<file path="src/rtl/i2c_slave_resp_pkg.sv">
// Shared definitions for the i2c_slave_resp target: FSM state encodings,
// default bus address, ACK/NACK bit levels and an address-match helper.
package i2c_slave_resp_pkg;

    localparam logic [6:0] DEF_SLV_ADDR = 7'h50;

    // Level of the ninth (acknowledge) bit on the wire
    localparam logic ACK  = 1'b0;
    localparam logic NACK = 1'b1;

    localparam int ST_W = 4;

    localparam logic [3:0] ST_IDLE      = 4'd0;
    localparam logic [3:0] ST_ADDR      = 4'd1;
    localparam logic [3:0] ST_ADDR_ACK  = 4'd2;
    localparam logic [3:0] ST_PTR       = 4'd3;
    localparam logic [3:0] ST_PTR_ACK   = 4'd4;
    localparam logic [3:0] ST_WDATA     = 4'd5;
    localparam logic [3:0] ST_WDATA_ACK = 4'd6;
    localparam logic [3:0] ST_RDATA     = 4'd7;
    localparam logic [3:0] ST_RDATA_ACK = 4'd8;

    // Address byte carries the 7-bit address in [7:1] and R/W in [0]
    function automatic logic addr_match(input logic [7:0] addr_byte,
                                        input logic [6:0] slv_addr);
        return addr_byte[7:1] == slv_addr;
    endfunction

endpackage

</file>
<file path="src/rtl/i2c_slave_resp_bus_sync.sv">
// Brings scl/sda into the clk domain through 2-flop synchronizers and
// produces single-clk pulses for scl edges and START/STOP conditions.
module i2c_slave_resp_bus_sync (
    input  logic clk,
    input  logic reset,
    input  logic scl,
    input  logic sda_in,
    output logic sda_s_o,
    output logic scl_rise_o,
    output logic scl_fall_o,
    output logic start_o,
    output logic stop_o
);

    logic [1:0] scl_sync_q;
    logic [1:0] sda_sync_q;
    logic       scl_prev_q;
    logic       sda_prev_q;

    logic scl_s;
    logic sda_s;
    logic sda_rise;
    logic sda_fall;

    // Synchronizer chains plus one history flop each for edge detection;
    // reset to the idle-bus level (high) so release does not fake an edge
    always_ff @(posedge clk or negedge reset) begin
        if (!reset) begin
            scl_sync_q <= 2'b11;
            sda_sync_q <= 2'b11;
            scl_prev_q <= 1'b1;
            sda_prev_q <= 1'b1;
        end else begin
            scl_sync_q <= {scl_sync_q[0], scl};
            sda_sync_q <= {sda_sync_q[0], sda_in};
            scl_prev_q <= scl_sync_q[1];
            sda_prev_q <= sda_sync_q[1];
        end
    end

    assign scl_s    = scl_sync_q[1];
    assign sda_s    = sda_sync_q[1];
    assign sda_rise = sda_s & ~sda_prev_q;
    assign sda_fall = ~sda_s & sda_prev_q;

    assign sda_s_o    = sda_s;
    assign scl_rise_o = scl_s & ~scl_prev_q;
    assign scl_fall_o = ~scl_s & scl_prev_q;
    // sda may only move while scl is high for START/STOP
    assign start_o    = sda_fall & scl_s;
    assign stop_o     = sda_rise & scl_s;

endmodule

</file>
<file path="src/rtl/i2c_slave_resp.sv">
// I2C target: matches a 7-bit address, takes a register pointer as the first
// written byte, writes a DEPTH x 8 register file with auto-increment, and
// returns register bytes on reads. Never stretches scl.
//
// Bus handshake: data is sampled on scl rising edges (synchronized), and
// sda_oe only changes on the clk after a detected scl falling edge, so the
// wire is stable for the whole scl-high phase. START and STOP win over any
// state. dbg_state_o exposes the FSM state for observation.
module i2c_slave_resp
    import i2c_slave_resp_pkg::*;
#(
    parameter logic [6:0] SLV_ADDR = DEF_SLV_ADDR,
    parameter int         DEPTH    = 16,
    parameter int         AW       = 4
) (
    input  logic            clk,
    input  logic            reset,
    input  logic            scl,
    input  logic            sda_in,
    output logic            sda_oe,
    output logic            busy,
    output logic            wr_stb,
    output logic [AW-1:0]   wr_addr,
    output logic [7:0]      wr_data,
    output logic [ST_W-1:0] dbg_state_o
);

    logic sda_s;
    logic scl_rise;
    logic scl_fall;
    logic bus_start;
    logic bus_stop;

    i2c_slave_resp_bus_sync u_sync (
        .clk        (clk),
        .reset      (reset),
        .scl        (scl),
        .sda_in     (sda_in),
        .sda_s_o    (sda_s),
        .scl_rise_o (scl_rise),
        .scl_fall_o (scl_fall),
        .start_o    (bus_start),
        .stop_o     (bus_stop)
    );

    logic [ST_W-1:0] state_q,  state_d;
    logic [2:0]      bitcnt_q, bitcnt_d;
    logic [7:0]      shift_q,  shift_d;
    logic            rw_q,     rw_d;
    logic [AW-1:0]   ptr_q,    ptr_d;
    logic            sda_oe_q, sda_oe_d;
    logic            busy_q,   busy_d;
    // Set once the master ACKed a read byte; next scl_fall drives the new MSB
    logic            rack_q,   rack_d;
    logic            wr_stb_q, wr_stb_d;
    logic [AW-1:0]   wr_addr_q, wr_addr_d;
    logic [7:0]      wr_data_q, wr_data_d;
    logic            reg_we;

    logic [7:0]      regs_q [DEPTH];

    logic [7:0]      rx_byte;
    logic [AW-1:0]   ptr_inc;

    assign rx_byte = {shift_q[6:0], sda_s};
    assign ptr_inc = ptr_q + 1'b1;

    // Next-state logic for the protocol FSM and its datapath registers
    always_comb begin
        state_d   = state_q;
        bitcnt_d  = bitcnt_q;
        shift_d   = shift_q;
        rw_d      = rw_q;
        ptr_d     = ptr_q;
        sda_oe_d  = sda_oe_q;
        busy_d    = busy_q;
        rack_d    = rack_q;
        wr_stb_d  = 1'b0;
        wr_addr_d = wr_addr_q;
        wr_data_d = wr_data_q;
        reg_we    = 1'b0;

        if (bus_stop) begin
            state_d  = ST_IDLE;
            sda_oe_d = 1'b0;
            busy_d   = 1'b0;
            rack_d   = 1'b0;
        end else if (bus_start) begin
            // Repeated START keeps the pointer so a read can follow a pointer write
            state_d  = ST_ADDR;
            bitcnt_d = 3'd7;
            sda_oe_d = 1'b0;
            busy_d   = 1'b0;
            rack_d   = 1'b0;
        end else begin
            case (state_q)
                ST_IDLE: begin
                end

                ST_ADDR: begin
                    if (scl_rise) begin
                        shift_d = rx_byte;
                        if (bitcnt_q == 3'd0) begin
                            if (addr_match(rx_byte, SLV_ADDR)) begin
                                state_d = ST_ADDR_ACK;
                                busy_d  = 1'b1;
                                rw_d    = rx_byte[0];
                            end else begin
                                state_d = ST_IDLE;
                            end
                        end else begin
                            bitcnt_d = bitcnt_q - 1'b1;
                        end
                    end
                end

                // First scl_fall starts the ACK, second ends it
                ST_ADDR_ACK: begin
                    if (scl_fall) begin
                        if (!sda_oe_q) begin
                            sda_oe_d = 1'b1;
                        end else if (rw_q) begin
                            state_d  = ST_RDATA;
                            shift_d  = regs_q[ptr_q];
                            sda_oe_d = ~regs_q[ptr_q][7];
                            bitcnt_d = 3'd7;
                        end else begin
                            state_d  = ST_PTR;
                            sda_oe_d = 1'b0;
                            bitcnt_d = 3'd7;
                        end
                    end
                end

                ST_PTR: begin
                    if (scl_rise) begin
                        shift_d = rx_byte;
                        if (bitcnt_q == 3'd0) begin
                            ptr_d   = rx_byte[AW-1:0];
                            state_d = ST_PTR_ACK;
                        end else begin
                            bitcnt_d = bitcnt_q - 1'b1;
                        end
                    end
                end

                ST_PTR_ACK, ST_WDATA_ACK: begin
                    if (scl_fall) begin
                        if (!sda_oe_q) begin
                            sda_oe_d = 1'b1;
                        end else begin
                            sda_oe_d = 1'b0;
                            state_d  = ST_WDATA;
                            bitcnt_d = 3'd7;
                        end
                    end
                end

                ST_WDATA: begin
                    if (scl_rise) begin
                        shift_d = rx_byte;
                        if (bitcnt_q == 3'd0) begin
                            reg_we    = 1'b1;
                            wr_stb_d  = 1'b1;
                            wr_addr_d = ptr_q;
                            wr_data_d = rx_byte;
                            ptr_d     = ptr_inc;
                            state_d   = ST_WDATA_ACK;
                        end else begin
                            bitcnt_d = bitcnt_q - 1'b1;
                        end
                    end
                end

                // MSB is already on the wire; each scl_fall moves to the next bit
                ST_RDATA: begin
                    if (scl_fall) begin
                        if (bitcnt_q == 3'd0) begin
                            sda_oe_d = 1'b0;
                            state_d  = ST_RDATA_ACK;
                            rack_d   = 1'b0;
                        end else begin
                            shift_d  = {shift_q[6:0], 1'b0};
                            sda_oe_d = ~shift_q[6];
                            bitcnt_d = bitcnt_q - 1'b1;
                        end
                    end
                end

                ST_RDATA_ACK: begin
                    if (scl_rise && !rack_q) begin
                        ptr_d = ptr_inc;
                        if (sda_s == ACK) begin
                            shift_d = regs_q[ptr_inc];
                            rack_d  = 1'b1;
                        end else begin
                            state_d = ST_IDLE;
                            busy_d  = 1'b0;
                        end
                    end else if (scl_fall && rack_q) begin
                        state_d  = ST_RDATA;
                        sda_oe_d = ~shift_q[7];
                        bitcnt_d = 3'd7;
                        rack_d   = 1'b0;
                    end
                end

                default: begin
                    state_d  = ST_IDLE;
                    sda_oe_d = 1'b0;
                    busy_d   = 1'b0;
                end
            endcase
        end
    end

    // FSM and datapath state registers
    always_ff @(posedge clk or negedge reset) begin
        if (!reset) begin
            state_q   <= ST_IDLE;
            bitcnt_q  <= 3'd7;
            shift_q   <= 8'h00;
            rw_q      <= 1'b0;
            ptr_q     <= '0;
            sda_oe_q  <= 1'b0;
            busy_q    <= 1'b0;
            rack_q    <= 1'b0;
            wr_stb_q  <= 1'b0;
            wr_addr_q <= '0;
            wr_data_q <= 8'h00;
        end else begin
            state_q   <= state_d;
            bitcnt_q  <= bitcnt_d;
            shift_q   <= shift_d;
            rw_q      <= rw_d;
            ptr_q     <= ptr_d;
            sda_oe_q  <= sda_oe_d;
            busy_q    <= busy_d;
            rack_q    <= rack_d;
            wr_stb_q  <= wr_stb_d;
            wr_addr_q <= wr_addr_d;
            wr_data_q <= wr_data_d;
        end
    end

    // Register file: cleared on reset, one byte written per completed WDATA byte
    always_ff @(posedge clk or negedge reset) begin
        if (!reset) begin
            for (int i = 0; i < DEPTH; i++) begin
                regs_q[i] <= 8'h00;
            end
        end else if (reg_we) begin
            regs_q[ptr_q] <= rx_byte;
        end
    end

    assign sda_oe      = sda_oe_q;
    assign busy        = busy_q;
    assign wr_stb      = wr_stb_q;
    assign wr_addr     = wr_addr_q;
    assign wr_data     = wr_data_q;
    assign dbg_state_o = state_q;

endmodule

</file>
<file path="config.mk">
export PLATFORM = sky130hd
export DESIGN_NAME = i2c_slave_resp
export DESIGN_NICKNAME = d
export VERILOG_FILES = /design/src/rtl/i2c_slave_resp_pkg.sv /design/src/rtl/i2c_slave_resp_bus_sync.sv /design/src/rtl/i2c_slave_resp.sv
export SDC_FILE = /design/constraint.sdc
export NUM_CORES = 1
export LEC_CHECK = 0
export ABC_AREA = 1
export BUFFER_PORTS_ARGS = -buffer_cell sky130_fd_sc_hd__buf_4
export CAP_MARGIN = 20
export CORE_ASPECT_RATIO = 1.1
export CORE_UTILIZATION = 55
export DETAILED_ROUTE_END_ITERATION = 10
export PLACE_DENSITY_LB_ADDON = 0.1
export SYNTH_ARGS = -nofsm -noshare
export SYNTH_HDL_FRONTEND = slang
export SYNTH_SLANG_ARGS = --single-unit
</file>
<file path="constraint.sdc">
create_clock -name clk -period 2.6 [get_ports clk]
set_input_delay 0.26 -clock clk [delete_from_list [all_inputs] [get_ports clk]]
set_output_delay 0.26 -clock clk [all_outputs]
set_load 0.02 [all_outputs]
</file>
==> summary by stage, run 1 <==
Detailed routing
Once detail routing completed, the nets flagged for antenna violations numbered 0. The routed length on met3 is 1670 um. The count of routing violations after the opening detailed-route iteration is 1003. The amount of wire on met2 after detailed routing is 13400 um.

The first detailed-routing pass took 6 iterations. The top routing layer in use is met4. Detailed routing inserted a total of 9422 vias. The number of vias per cell after detailed routing is 5.47.

The met1 routed wirelength after detailed routing is 12900 um. The total wire length is 29200 um. For this run, design rule violations remaining after detail routing come to 0. The post-detailed-route wirelength per cell is 17.0 um.

Pwr
In this run the static leakage power is 5.61 nW. The net switching share of the total power is 32.3%. The clock network fraction of design power is 40.8%. The internal power of the cells totals 4.45 mW. Combinational logic is responsible for 15.6% of the overall power. For this design the ratio of total power to cell area is 590 nW/um^2.

The peak ir drop on the vdd network is 0.498 mV. In this run, flip-flops and latches consume 43.6% of the power. The switching power is 2.12 mW.

Worst hold path
In this run the worst hold path is classified as reg -> reg.

Yosys
The primary flip-flop cell chosen by synthesis mapping is sky130_fd_sc_hd__dfrtp_1. A synthesized cell averages 6.91 um^2. The register bit count reported by yosys is 170. Synthesis produced a netlist with a net count of 1477. For this run, the number of Yosys warnings is 0. The post-synthesis instance area is 10100 um^2. The synthesized design spends more area on one cell type than any other, namely sky130_fd_sc_hd__dfrtp_1. Counting flops with a built-in enable in the synthesized netlist gives 0. The share of synthesized registers carrying an async set or reset is 100%.

The gate count of the mapped netlist is 1467. The post-synthesis cell type count is 38. The share of synthesized area occupied by flip-flops and latches is 42.1%. After synthesis, the cell types taking the most area are sky130_fd_sc_hd__dfrtp_1 40%, sky130_fd_sc_hd__nand2_1 22%, sky130_fd_sc_hd__nand3_1 9.5%, sky130_fd_sc_hd__inv_1 5.9%, sky130_fd_sc_hd__o21ai_0 4.6%.

The share of the synthesized area in the top cell type is 39.8%.

Global route
The via count of the first global-routing pass was 8830. Entering global routing, the biggest net connects 125 pins. The first global-routing pass estimated 47500 um of wire.

The number of antenna violations at the first check in global routing is 0. Global routing used 32.5% of the available tracks across all layers. The remaining global-route overflow is 0.

STA
The number of max-slew violations in the final report is 0. At the pin with the least slew margin, the transition time is 814 ps. Setup total negative slack on the finished layout was measured at 0 ps. The relative slew slack is 45.7%.

The final number of hold-violating endpoints came to 0. The smallest clock period supported by the final layout is computed as 2280 ps. Setup repair after global routing left no endpoint under its margin. Based on the critical path, the design can be clocked at up to 438 MHz. The maximum clock skew at final layout is 12.6 ps.

The final critical path takes up 87.7% of the cycle. The final number of setup-violating endpoints is 0. The final-layout worst hold slack is 366 ps.

Floorplanning
The floorplan step defined a die boundary enclosing 19000 um^2. The initial utilization of the core area, before any placement, comes to 56.7%. The core footprint is 17900 um^2. The y dimension of the die is 144 um. In this run the horizontal extent of the chip is 131 um. The number of placement rows is 51. The top-level I/O count is 23.

Finish
The area growth from synthesis to layout is 9.93%. The most common cell after layout, fill and taps aside is sky130_fd_sc_hd__nand2_1. The number of nets in the layout is 1480. The library cells used most frequently in the layout, excluding fill and tap cells, are 581 x sky130_fd_sc_hd__nand2_1, 193 x sky130_fd_sc_hd__nand3_1, 160 x sky130_fd_sc_hd__inv_1, 160 x sky130_fd_sc_hd__dfrtp_1, 93 x sky130_fd_sc_hd__o21ai_0. The filler cell count is 1690. Of the cells placed in the final design, the portion with a size suffix greater than 1 is 10.0%.

The total inserted antenna cells is 0.

Setup path
In this run the worst path has a maximum fanout of 16. The startpoint kind of the worst setup timing path is a flop. STA puts the critical path data required time at 2920 ps. The setup path with the least slack is of type reg -> reg. The kind of capture point of the worst setup path is a flop. For the worst setup path, the data arrival time is 2610 ps.

Clock network
The sink count of the clock tree is 170. The clock insertion delay at the later pin of the skew report is 440 ps. TritonCTS built the clock tree. The clock transition time at the flip-flop clock pins of the worst setup and hold paths is 80 ps. The number of H-tree branching levels is 4. The number of buffers on the longest clock path is 2. The clock buffer count from CTS is 17. The post-CTS setup repair buffer count is 0. In this run the clock root is driven by a sky130_fd_sc_hd__clkbuf_16.

Placed design
After legalization and detailed placement, the total HPWL measured 19000 um. The count of buffers from port buffering is 22. The final estimated routing congestion in global placement is 0.904.

Job
The tool flagged a number of max-cap violations equal to 0.

Status
The flow ran to the end, and the final reports show no timing, DRC or antenna violations.
worst max-delay path, stage by stage (launching register included):
cell and delay [ps]:
sky130_fd_sc_hd__dfrtp_1 460, sky130_fd_sc_hd__nor2_2 160, sky130_fd_sc_hd__inv_1 50, sky130_fd_sc_hd__nor2_1 460
sky130_fd_sc_hd__nor2_1 160, sky130_fd_sc_hd__nand3_1 130, sky130_fd_sc_hd__nand2_1 90, sky130_fd_sc_hd__nor2_4 320
sky130_fd_sc_hd__nand2_1 100, sky130_fd_sc_hd__nor2_1 180, sky130_fd_sc_hd__nor2_1 60
final cells by class:
type                    count  area, um^2  area share, %
repair buffers             64         517           4.64
well taps                 238         298           2.67
clock inverters            15         183           1.64
clock buffers              17         425           3.82
multi-input cells        1051        4810           43.2
flip-flops and latches    170        4270           38.3
inverters                 166         629           5.65
cells by family after synthesis:
logic type,Yosys count,share of synthesized area [%]
adder cells (fa/ha/maj),6,0.741
AO/OA/AOI/OAI,188,10.2
AND/OR/NAND/NOR,853,36.1
buffers and inverters,246,10.4
flip-flops,170,42.1
XOR/XNOR,4,0.494
path summary, 6_finish.rpt:
check | end | startpoint | cells after the start | slack [ps]
hold reg to reg | u_sync.scl_sync_q[1] | u_sync.scl_sync_q[0] | 0 | 370
setup / recovery | shift_q[7] | dbg_state_o[1] | 10 | 320
setup reg to reg | shift_q[7] | dbg_state_o[1] | 10 | 320
hold / removal | u_sync.scl_sync_q[1] | u_sync.scl_sync_q[0] | 0 | 370
max in group asynchronous | u_sync.sda_prev_q | reset | 3 | 1360
min in group asynchronous | regs_q[115] | reset | 2 | 380
per-layer routing:
| layer | track usage, % | up-vias |
|---|---|---|
| met4 | 16.5 | 0 |
| li1 | - | 4633 |
| met3 | 5.19 | 75 |
| met2 | 52.0 | 306 |
| met5 | 0 | - |
| met1 | 43.3 | 4408 |
Yosys cell counts, types with 6 or more instances:
library cell	count
sky130_fd_sc_hd__o21ai_0	93
sky130_fd_sc_hd__dfstp_2	9
sky130_fd_sc_hd__nand3_4	9
sky130_fd_sc_hd__nor2_2	7
sky130_fd_sc_hd__clkbuf_1	38
sky130_fd_sc_hd__o21ai_1	61
sky130_fd_sc_hd__buf_6	10
sky130_fd_sc_hd__nor2_1	47
sky130_fd_sc_hd__buf_1	9
sky130_fd_sc_hd__ha_1	6
sky130_fd_sc_hd__nand3_1	193
sky130_fd_sc_hd__dfrtp_1	161
sky130_fd_sc_hd__o211ai_1	11
sky130_fd_sc_hd__nand2_1	581
sky130_fd_sc_hd__buf_2	21
sky130_fd_sc_hd__o21ai_2	12
sky130_fd_sc_hd__inv_1	160
through the flow:
stage | cells | area, um^2 | utilization, % | power [mW] | worst slack [ps]
floorplan | 1467 | 10100 | - | 3.43 | 221
global placement | 1686 | 10500 | 58.8 | 3.90 | 445
detailed placement | 1686 | 10500 | 58.8 | 3.91 | 432
CTS | 1721 | 11100 | 62.3 | 6.56 | 379
global route | 1721 | 11100 | 62.3 | 6.79 | 152
finish | 1721 | 11100 | 62.3 | 6.57 | 319
sequential cells by signal, indices dropped and copies added (netlist names):
| signal | cells |
|---|---|
| bitcnt_q | 3 |
| busy | 1 |
| dbg_state_o | 4 |
| ptr_q | 4 |
| rack_q | 1 |
| regs_q | 128 |
| rw_q | 1 |
| sda_oe | 1 |
| shift_q | 8 |
| u_sync.scl_prev_q | 1 |
| u_sync.scl_sync_q | 2 |
| u_sync.sda_prev_q | 1 |
| u_sync.sda_sync_q | 2 |
| wr_addr | 4 |
| wr_data | 8 |
| wr_stb | 1 |
timing repair:
item	4_1_cts	5_1_grt
gates resized for setup	0	0
hold buffers	3	0
hold endpoints to repair	66	0
power by group through the flow:
stage | Sequential [mW] | Clock (mW) | Combinational, mW
4_1_cts | 2.86 | 2.69 | 1.01
3_5_place_dp | 2.91 | 0 | 1.00
5_1_grt | 2.87 | 2.80 | 1.11
3_3_place_gp | 2.91 | 0 | 0.996
6_report | 2.87 | 2.68 | 1.02
2_1_floorplan | 2.90 | 0 | 0.539
No activity file was read; power rests on OpenSTA's default activity.
==> inputs of run 2 (changes only) <==
CORE_UTILIZATION = 25   (was 55)
SKIP_LAST_GASP = 1   (was default)
==> summary by stage, run 2 (synthesis results as in run 1) <==
Clock network
The sink count of the clock tree is 170. Clock tree synthesis inserted a total of 17 buffers. The clock tree from TritonCTS is done.

The total of cells resized after clock tree synthesis is 0. The clock reaches the later pin of the worst-skew pair after 460 ps. In this run the deepest clock path goes through 2 buffers. The tree is rooted in a sky130_fd_sc_hd__clkbuf_16. The post-CTS setup repair buffer count is 0. The clock tree synthesis step divided the H-tree into 4 levels. Clock-pin slew was measured on the worst setup and hold paths at 70 ps.

Pwr
The power after layout is 6.84 mW. Power spread over the standard cell area amounts to 588 nW/um^2. IR analysis of the VDD net gives a maximum drop of 0.450 mV. For this design the static power due to leakage is 5.68 nW.

Setup path
The critical path goes through clkinv_1, ha_1, inv_1, buf_12, nand3_1, nand3_1, nand3_1, nand2_1, nand2_1, nand2_1, nor2_1, nor2_1. The worst flop-to-flop path endpoint is shift_q[6]. The delay of the slowest cell on the worst path is 430 ps. The maximum fanout along the worst path is 25.

The startpoint kind of the worst setup timing path is a flop. The category of cells accounting for the largest share of critical-path delay is simple AND/OR/NAND/NOR gates. The worst register-to-register path begins at ptr_q[1].

The kind of capture point of the worst setup path is a flop. The reg2reg setup slack is 470 ps. The cell with the biggest individual delay on the critical path is sky130_fd_sc_hd__dfrtp_1.

The arrival time of data at the critical path endpoint is 2520 ps. The cell count of the worst reg-to-reg path is 12. The critical path crosses 12 cells after its start point. The start-to-end type of the worst setup path is reg -> reg.

For the worst setup path, the data required time is 2990 ps. Counting both buffers and inverters, the worst setup path holds a total of 3.

Finish
The flip-flop count of the largest register after layout is 128. The footprint of the multi-input gates is 4810 um^2. The proportion of layout cells with a drive suffix above 1 is 10.5%. The filler cell count is 4418. Compared with the post-synthesis result, the final layout area differs by 14.7%. The most common cell after layout, fill and taps aside is sky130_fd_sc_hd__nand2_1. In the final layout, flip-flops and latches occupy 4270 um^2. The library cells used most frequently in the layout, excluding fill and tap cells, are 581 x sky130_fd_sc_hd__nand2_1, 193 x sky130_fd_sc_hd__nand3_1, 160 x sky130_fd_sc_hd__inv_1, 160 x sky130_fd_sc_hd__dfrtp_1, 93 x sky130_fd_sc_hd__o21ai_0. The number of antenna diodes in the final layout is 0. The register with the highest flop count is regs_q. The number of nets in the layout is 1489.

Status
The flow ran to the end, and the final reports show no timing, DRC or antenna violations.

STA
Clock skew on the completed layout was measured at 11.9 ps. The minimum clock period is 2130 ps. For the final routed database, the setup TNS stands at 0 ps.

The pin slew with the least headroom to its limit is 688 ps. Dividing the final minimum period by the clock period gives 82.1%. The relative slew slack is 54.1%. Setup violations remaining at the end of the flow were counted as 0.

The final number of hold-violating endpoints is 0. The number of max-slew violations in the final report was 0. Setup repair after global routing left no endpoint under its margin. Based on the critical path, the design can be clocked at up to 469 MHz.

Global route
Across every metal layer, demand over resource in global routing totals 17.8%. The remaining global-route overflow is 0. The via count of the first global-routing pass is 8934. The number of antenna violations at the first check in global routing is 1.

Entering global routing, the biggest net connects 88 pins. The first global-routing pass estimated 54800 um of wire.

Floorplanning
The core footprint is 39600 um^2. Measured along the y axis, the die boundary spans 213 um. The die covers 41300 um^2. 23 I/O pins were placed. The die is 194 um wide. The floorplan has 76 rows. The initial cell density of the core is 25.6%.

Worst hold path
The worst min-delay path category is reg -> reg. The worst hold path cell count is 0. For hold timing, the worst endpoint is u_sync.sda_sync_q[1].

The worst hold path begins at u_sync.sda_sync_q[0].

Placed design
The final estimated routing congestion in global placement is 0.849. The post-DP HPWL is 23900 um. The count of buffers from port buffering is 22.

Detailed routing
After detailed routing, the total wire length is 35100 um. In the final routed layout, each cell accounts on average for 17.5 um. The final routed DRC violation total is 0. The count of routing violations after the opening detailed-route iteration is 525. The first detailed-routing pass ran for 5 iterations. The number of vias per cell after detailed routing is 4.60. Across all layers, the routed design uses 9192 vias. Once detail routing completed, the nets flagged for antenna violations numbered 0.

Job
Across the run, the number of max-cap violations was 0.
[run 2: final cells by class]
cell class              instances  share of cell area (%)
flip-flops and latches        170                    36.7
inverters                     166                    5.41
clock inverters                12                    1.60
repair buffers                 73                    5.48
well taps                     507                    5.46
clock buffers                  19                    3.90
multi-input cells            1051                    41.4
[run 2: metal layers]
layer,vias to the layer above,wire length (um),track usage [%]
li1,4654,-,-
met1,4337,16500,23.1
met2,164,16700,30.3
met3,37,1120,2.27
met4,0,819,6.73
met5,-,0,0
[run 2: per-stage QoR]
| step | instances | setup WS [ps] | util, % | hold WS [ps] | area (um^2) |
|---|---|---|---|---|---|
| global route | 1998 | 333 | 29.4 | 360 | 11600 |
| detailed placement | 1964 | 484 | 27.7 | 348 | 11000 |
| CTS | 1998 | 480 | 29.4 | 358 | 11600 |
| floorplan | 1467 | 221 | - | -35.6 | 10100 |
| finish | 1998 | 466 | 29.4 | 356 | 11600 |
| global placement | 1964 | 451 | 27.7 | 346 | 11000 |
[run 2: power breakdown]
group          internal (mW)  leakage [nW]  switching [mW]
Combinational          0.250          3.05           0.848
Clock                   1.67         0.303            1.20
Sequential              2.77          2.32           0.103
Total                   4.68          5.68            2.16
[run 2: what timing repair did]
item,in CTS,in global routing
endpoints found under the setup margin,0,0
hold endpoints to repair,68,0
hold buffers,3,0
[run 2: worst max path at each step]
stage                         start             end  slack, ps
2_1_floorplan              ptr_q[1]      shift_q[4]        220
3_3_place_gp   u_sync.sda_sync_q[1]  dbg_state_o[1]        450
3_5_place_dp               ptr_q[1]      shift_q[1]        480
6_report                   ptr_q[1]      shift_q[6]        470
4_1_cts                 bitcnt_q[0]      regs_q[63]        480
5_1_grt                 bitcnt_q[0]      regs_q[47]        330
[run 2: worst reg2reg max path, cell delays in order (launching register included)]
cell,delay [ps]
sky130_fd_sc_hd__dfrtp_1,430
sky130_fd_sc_hd__clkinv_1,160
sky130_fd_sc_hd__ha_1,330
sky130_fd_sc_hd__inv_1,130
sky130_fd_sc_hd__buf_12,210
sky130_fd_sc_hd__nand3_1,120
sky130_fd_sc_hd__nand3_1,160
sky130_fd_sc_hd__nand3_1,190
sky130_fd_sc_hd__nand2_1,110
sky130_fd_sc_hd__nand2_1,50
sky130_fd_sc_hd__nand2_1,60
sky130_fd_sc_hd__nor2_1,40
sky130_fd_sc_hd__nor2_1,80
